$ cat src/rtl/fetch_stage.sv
// fetch_stage: RV32I instruction fetch.
// Keeps the fetch PC, runs the imem request/response handshake, and holds
// returned words in a 2-entry in-order queue whose head feeds decode.
// Ports:
//   clk, rst                  clock, synchronous active-high reset
//   imem_req_valid/ready      request handshake; imem_addr = fetch PC
//   imem_rsp_valid/data       in-order response, one per accepted request
//   stall                     decode holds the head
//   flush, redirect_pc        branch/jump redirect
//   valid, instr, pc_out      queue head (bubble 0x00000013 / pc 0 when empty)
//   operation, nop            {funct7, funct3, opcode} of the head, !valid
module fetch_stage #(
  parameter logic [31:0] RESET_PC = 32'h0000_0000
) (
  input  logic        clk,
  input  logic        rst,
  output logic        imem_req_valid,
  input  logic        imem_req_ready,
  output logic [31:0] imem_addr,
  input  logic        imem_rsp_valid,
  input  logic [31:0] imem_rsp_data,
  input  logic        stall,
  input  logic        flush,
  input  logic [31:0] redirect_pc,
  output logic        valid,
  output logic [31:0] instr,
  output logic [31:0] pc_out,
  output logic [16:0] operation,
  output logic        nop
);

  typedef struct packed {
    logic [31:0] instr;
    logic [31:0] pc;
  } entry_t;

  localparam logic [31:0] NOP_WORD = 32'h0000_0013;

  entry_t      q [2];
  logic        head, tail;
  logic [1:0]  count, outstanding, drop_cnt;
  logic [31:0] pc, rsp_pc;

  logic        pop, accept, push;
  logic [2:0]  occ;

  assign valid = (count != 2'd0);
  assign pop   = valid && !stall && !flush;

  // Slots committed = in-flight requests + held words. The head leaving this
  // cycle frees its slot before any new response can land (latency >= 1),
  // so it is credited; without that credit a 1-cycle memory could only
  // sustain one instruction every other cycle.
  assign occ = {1'b0, outstanding} + {1'b0, count} - {2'b00, pop};

  assign imem_req_valid = !rst && !flush && (occ < 3'd2);
  assign imem_addr      = pc;
  assign accept         = imem_req_valid && imem_req_ready;

  // Responses owed to a pre-flush PC stream are swallowed, not queued.
  assign push = imem_rsp_valid && (drop_cnt == 2'd0) && !flush;

  always_ff @(posedge clk) begin
    if (rst) begin
      pc          <= RESET_PC;
      rsp_pc      <= RESET_PC;
      head        <= 1'b0;
      tail        <= 1'b0;
      count       <= 2'd0;
      outstanding <= 2'd0;
      drop_cnt    <= 2'd0;
    end else begin
      outstanding <= outstanding + {1'b0, accept} - {1'b0, imem_rsp_valid};
      if (flush) begin
        // Everything still in flight belongs to the old path, including
        // nothing arriving this cycle (that one is already being ignored).
        count    <= 2'd0;
        head     <= 1'b0;
        tail     <= 1'b0;
        pc       <= redirect_pc;
        rsp_pc   <= redirect_pc;
        drop_cnt <= outstanding - {1'b0, imem_rsp_valid};
      end else begin
        if (accept) pc <= pc + 32'd4;
        if (imem_rsp_valid && drop_cnt != 2'd0) drop_cnt <= drop_cnt - 2'd1;
        if (push) begin
          q[tail] <= '{instr: imem_rsp_data, pc: rsp_pc};
          tail    <= ~tail;
          rsp_pc  <= rsp_pc + 32'd4;
        end
        if (pop) head <= ~head;
        count <= count + {1'b0, push} - {1'b0, pop};
      end
    end
  end

  // The issue credit rule makes a push into a full queue unreachable.
  always_ff @(posedge clk) begin
    if (!rst) assert (!(push && count == 2'd2));
  end

  assign instr     = valid ? q[head].instr : NOP_WORD;
  assign pc_out    = valid ? q[head].pc : 32'h0;
  assign operation = {instr[31:25], instr[14:12], instr[6:0]};
  assign nop       = !valid;

endmodule
$ cat config.mk
export PLATFORM = sky130hd
export DESIGN_NAME = fetch_stage
export DESIGN_NICKNAME = d
export VERILOG_FILES = /design/src/rtl/fetch_stage.sv
export SDC_FILE = /design/constraint.sdc
export NUM_CORES = 1
export LEC_CHECK = 0
export CAP_MARGIN = 10
export CORE_MARGIN = 5
export CORE_UTILIZATION = 35
export DETAILED_ROUTE_END_ITERATION = 10
export PLACE_DENSITY = 0.61
export SKIP_CTS_REPAIR_TIMING = 1
export SYNTH_ARGS = -nofsm -noshare
export SYNTH_HDL_FRONTEND = slang
export SYNTH_SLANG_ARGS = --single-unit
$ cat constraint.sdc
create_clock -name clk -period 6.71 [get_ports clk]
set_input_delay 1.342 -clock clk [delete_from_list [all_inputs] [get_ports clk]]
set_output_delay 1.342 -clock clk [all_outputs]
set_load 0.05 [all_outputs]
==> impl_metrics.toml, run 1 <==
[logic_synthesis]
synth_fp_nets = 862
synth_area_leader_cell = "edfxtp_1"
synth_area_leaders = "edfxtp_1, dfxtp_1, mux2i_1"
synth_top_area_share_pct = 42.7
ys_ff_latch = 201
avgSynthCellArea_um2 = 11.5
synth_cell_types = 53
netlist_area_um2 = 9000
postSynthCellCount = 783
yosys_warnings = 0
ys_seq_area_share_pct = 58.9

[detailed_routing]
drcViolationCount = 0
via_count = 6371
drt-total-wl_mm = 21.9
wl_per_cell_um = 17.0
wl_met1_mm = 10.4
first_pass_iters = 5
viasPerCell = 4.93
drtIter0Drc = 355
routed.top_layer = "met4"
wl_met3_mm = 1.63
wl_met2_mm = 9.52
antenna_left = 0

[floorplan]
start_util_pct = 35.6
rows = 58
die_h_um = 170
dieArea_um2 = 29000
die_w_um = 170
core-area_um2 = 25300
ios = 186

[critical_path]
critPathKind = "in2out"
cpPeakStageDelay_ns = 0.81
path_buf_inv = 2
cp-start-kind = "input port"
crit_top_cell = "clkdlybuf4s50_1"
cp_max_fo = 4
crit_path_top_delay_cell = "clkdlybuf4s50_1"
crit_family = "buffers and inverters"
crit_arrival_ns = 3.89
crit_required_ns = 5.37
crit_cells = 8
cp_cell_sequence = "clkdlybuf4s50_1, nor2_1, xnor2_1, nand2_1, fa_1, xor2_1, and3_1, clkdlybuf4s50_1"
rr_worst_depth = 10
cp-end-kind = "output pin"

[placement]
portBuffers = 185
gp_congestion = 0.832
dp_hpwl_mm = 15.1

[timing]
drv_slew = 0
tightestPinTransition_ns = 0.901
min_period_over_period_pct = 77.9
slew_headroom_pct = 39.9
rsz0062_at_grt = "no"
hold_violations = 0
setup_viol = 0
whs_ns = 0.458
fin_worst_skew_ns = 0.0191
period_needed_ns = 5.23
tns_ns = 0
fmax_mhz = 191

[power]
power_mw = 3.01
powerDensity_nw_per_um2 = 256
leakage_nw = 3.86
peakVddDrop_mv = 0.148

[grt]
grt_overflow = 0
track_usage_pct = 14.6
antenna_found_initial = 0
grt_pass1_wl_mm = 34.1
grt_pass1_vias = 6171
grt_max_degree = 65

[clock_network]
clk_pin_slew_worst_paths_ns = 0.05
numClockSinks = 201
cts_buffers = 23
htree_levels = 1
clock_path_buffers = 3
clock_latency_ns = 0.49
cts_tree = "yes"
root_buffer = "clkbuf_16"

[worst_hold_path]
min_path_cells = 0
hp-class = "reg2reg"

[layout]
drive_gt1_share_pct = 5.62
nets = 1024
fin_util_pct = 46.5
area_growth_pct = 30.5
antenna_cells = 0

[run]
drv_cap = 0

[run_status]
status = "completed"
-- cells in the final DEF, fill, tap and decap left out, types with 3 or more instances in the layout --
cell type        instances
a21oi_1                 36
mux2i_1                 66
clkbuf_16               23
a21boi_0                18
nand4_1                 19
dfxtp_1                 72
xor2_1                  16
xnor2_1                 38
and4_1                  10
nand3_1                 21
a21o_1                   4
clkbuf_1                10
buf_4                    8
or3_1                    4
o22ai_1                  3
clkdlybuf4s50_1        184
nor4_1                  16
a211oi_1                10
or4_1                    3
inv_1                   20
and2_1                   8
nand2_1                 54
and3_1                   8
a21boi_1                 3
edfxtp_1               128
a31oi_1                 11
clkbuf_8                 4
nor3_1                   8
nor4_4                   3
nor2_1                  96
mux2_2                   3
o21ai_0                 13
ha_1                     8
-- synth_stat cells, drive strengths merged --
library cell	n
nand3	21
clkbuf	22
a32oi	2
and3b	1
nor4	20
fa	1
xnor2	38
nor2b	2
mux2i	66
xor2	16
mux2	3
nand2	54
nand4	20
inv	22
nor4b	1
and3	9
o21a	1
and2	8
dfxtp	73
and4	10
ha	8
o211ai	2
a211oi	10
or3	4
o31a	1
o22ai	3
or2	2
o21bai	2
a21o	4
o21ai	13
nor3b	1
o311ai	1
a21oi	36
nor3	9
edfxtp	128
a31oi	11
nor2	97
or4	3
nand3b	1
a21boi	21
nand2b	2
buf	34
-- worst register-to-register path, delay by kind of cell, from the launching register on --
kind                     cells  cell delay (ns)
AND/OR/NAND/NOR              5             1.39
adder cells (fa/ha/maj)      1             0.55
buffers and inverters        2             0.47
multiplexers                 1             0.36
flip-flops                   1             0.33
AO/OA/AOI/OAI                1             0.13
-- path summary, 6_finish.rpt --
| path | slack, ns | to | startpoint |
|---|---|---|---|
| hold reg to reg | 0.46 | q[0][1] | rsp_pc[1] |
| setup / recovery | 1.48 | imem_req_valid | stall |
| hold / removal | 0.46 | q[0][1] | rsp_pc[1] |
| setup reg to reg | 3.42 | imem_addr[12] | count[0] |
-- cell type report --
type / count / area, µm²
Fill cell: 2337 / 13500
Sequential cell: 201 / 5310
Multi-Input combinational cell: 504 / 3320
Timing Repair Buffer: 193 / 1910
Clock buffer: 37 / 668
Tap cell: 330 / 413
Inverter: 22 / 82.6
Clock inverter: 4 / 46.3
-- power by group --
group | internal [mW] | switching [mW] | leakage (nW)
Sequential | 1.37 | 0.0541 | 1.77
Combinational | 0.160 | 0.254 | 1.74
Clock | 0.715 | 0.455 | 0.344
-- routing by layer --
| metal | vias to the layer above | global-route usage, % |
|---|---|---|
| li1 | 3147 | - |
| met5 | - | 0 |
| met1 | 2976 | 21.4 |
| met2 | 219 | 22.2 |
| met4 | 0 | 3.30 |
| met3 | 29 | 3.00 |
-- cell families after synthesis --
family | count (synthesis) | synth area share (%)
buf+inv | 78 | 4.27
flops | 201 | 58.9
mux | 69 | 7.71
simple gates | 265 | 15.1
compound gates | 107 | 7.42
fa+ha+maj | 9 | 1.33
xor+xnor | 54 | 5.25
-- per-stage QoR --
step | instance area, µm² | setup WS [ns] | std cells
finish | 11700 | 1.48 | 1291
detailed placement | 11000 | 1.57 | 1250
global route | 11700 | 1.40 | 1291
CTS | 11700 | 1.53 | 1291
floorplan | 9000 | 1.54 | 783
global placement | 11000 | 1.57 | 1250
-- state kept, by name, indices dropped and copies added (netlist names), named ones only --
signal,cells
outstanding,2
drop_cnt,2
head,1
q,128
imem_addr,32
tail,1
count,2
rsp_pc,32
Power figures use the tool's default switching activity.
==> run 2, diff against run 1 <==
- clock period: 6.71 -> 5.3 ns (I/O delays scaled with it)
==> impl_metrics.toml, run 2 (same netlist as run 1, synthesis figures left out) <==
[run_status]
status = "completed"

[layout]
area_growth_pct = 31.7
instances_no_fill = 1292
nets = 1025
drive_gt1_share_pct = 6.44
antenna_cells = 0
largest_reg_flops = 128
layout_commonest_cell = "clkdlybuf4s50_1"
regMostFlops = "q"
fin_util_pct = 46.9
final_cell_mix = "clkdlybuf4s50_1, edfxtp_1, nor2_1"

[critical_path]
cp_max_fo = 16
critPathKind = "in2out"
rr_worst_depth = 10
cp-end-kind = "output pin"
cp-start-kind = "input port"
crit_required_ns = 4.24
crit_arrival_ns = 3.30

[timing]
drv_slew = 0
fin_worst_skew_ns = 0.0167
tightestPinTransition_ns = 0.762
fin_ws_ns = 0.941
rsz0062_at_grt = "no"
setup_viol = 0
min_period_over_period_pct = 82.2
period_needed_ns = 4.36
slew_headroom_pct = 48.8
tns_ns = 0
hold_violations = 0
fmax_mhz = 229

[placement]
dp_hpwl_mm = 15.6
dp_slack_ns = 0.656
gp_congestion = 0.810
place_inst = 1251
portBuffers = 185

[grt]
antenna_found_initial = 0
grt_pass1_wl_mm = 34.5
grt_max_degree = 61
grt_overflow = 0
grt_pass1_vias = 6357
track_usage_pct = 14.7

[power]
powerDensity_nw_per_um2 = 334
peakVddDrop_mv = 0.225
leakage_nw = 3.92

[clock_network]
numClockSinks = 201
htree_levels = 1
clock_path_buffers = 3
clock_latency_ns = 0.50
cts_tree = "yes"
root_buffer = "clkbuf_16"
clk_pin_slew_worst_paths_ns = 0.05
cts_buffers = 23

[floorplan]
core-area_um2 = 25300
die_w_um = 170
die_h_um = 170
ios = 186
dieArea_um2 = 29000
start_util_pct = 35.6
rows = 58

[run]
drv_cap = 0

[detailed_routing]
drcViolationCount = 0
drtIter0Drc = 265
viasPerCell = 4.98
first_pass_iters = 5
antenna_left = 0
via_count = 6430
drt-total-wl_mm = 22.2
wl_per_cell_um = 17.2

[worst_hold_path]
min_path_cells = 2
hp-class = "reg2reg"
==> run 2: area by class of cell <==
cell class | instances | area, µm²
fillers | 2317 | 13400
flip-flops and latches | 201 | 5310
inverters | 22 | 82.6
clock inverters | 13 | 164
well taps | 330 | 413
multi-input cells | 504 | 3320
repair buffers | 194 | 1940
clock buffers | 28 | 624
==> run 2: power by group <==
group | internal, mW | total (mW) | switching (mW)
Combinational | 0.206 | 0.528 | 0.321
Clock | 1.03 | 1.64 | 0.608
Sequential | 1.73 | 1.80 | 0.0684
==> run 2: path summary, 6_finish.rpt <==
check / startpoint / to / slack, ns
setup / recovery: flush / imem_req_valid / 0.94
hold / removal: imem_addr[1] / imem_addr[1] / 0.45
hold reg to reg: imem_addr[1] / imem_addr[1] / 0.45
setup reg to reg: count[0] / imem_addr[12] / 1.42
==> run 2: worst max-delay path: stages <==
cell and delay, ns:
clkdlybuf4s50_1 0.83, nor2_1 0.11, xnor2_1 0.17, nand2_1 0.09
fa_1 0.42, xor2_1 0.20, and3_1 0.26, buf_12 0.16
==> run 2: metal layers <==
metal / global-route usage [%] / routed length, µm / part of all wire, %
met2: 22.4 / 9710 / 44
met4: 4.20 / 458 / 2.1
met3: 2.93 / 1380 / 6.2
met5: 0 / 0 / 0
met1: 21.5 / 10700 / 48
==> run 2: through the flow <==
stage	total power, mW	hold slack, ns	area, µm²
floorplan	2.16	0.425	9000
global placement	2.36	0.437	11100
detailed placement	2.36	0.443	11100
CTS	4.01	0.454	11900
global route	4.12	0.476	11900
finish	3.96	0.453	11900
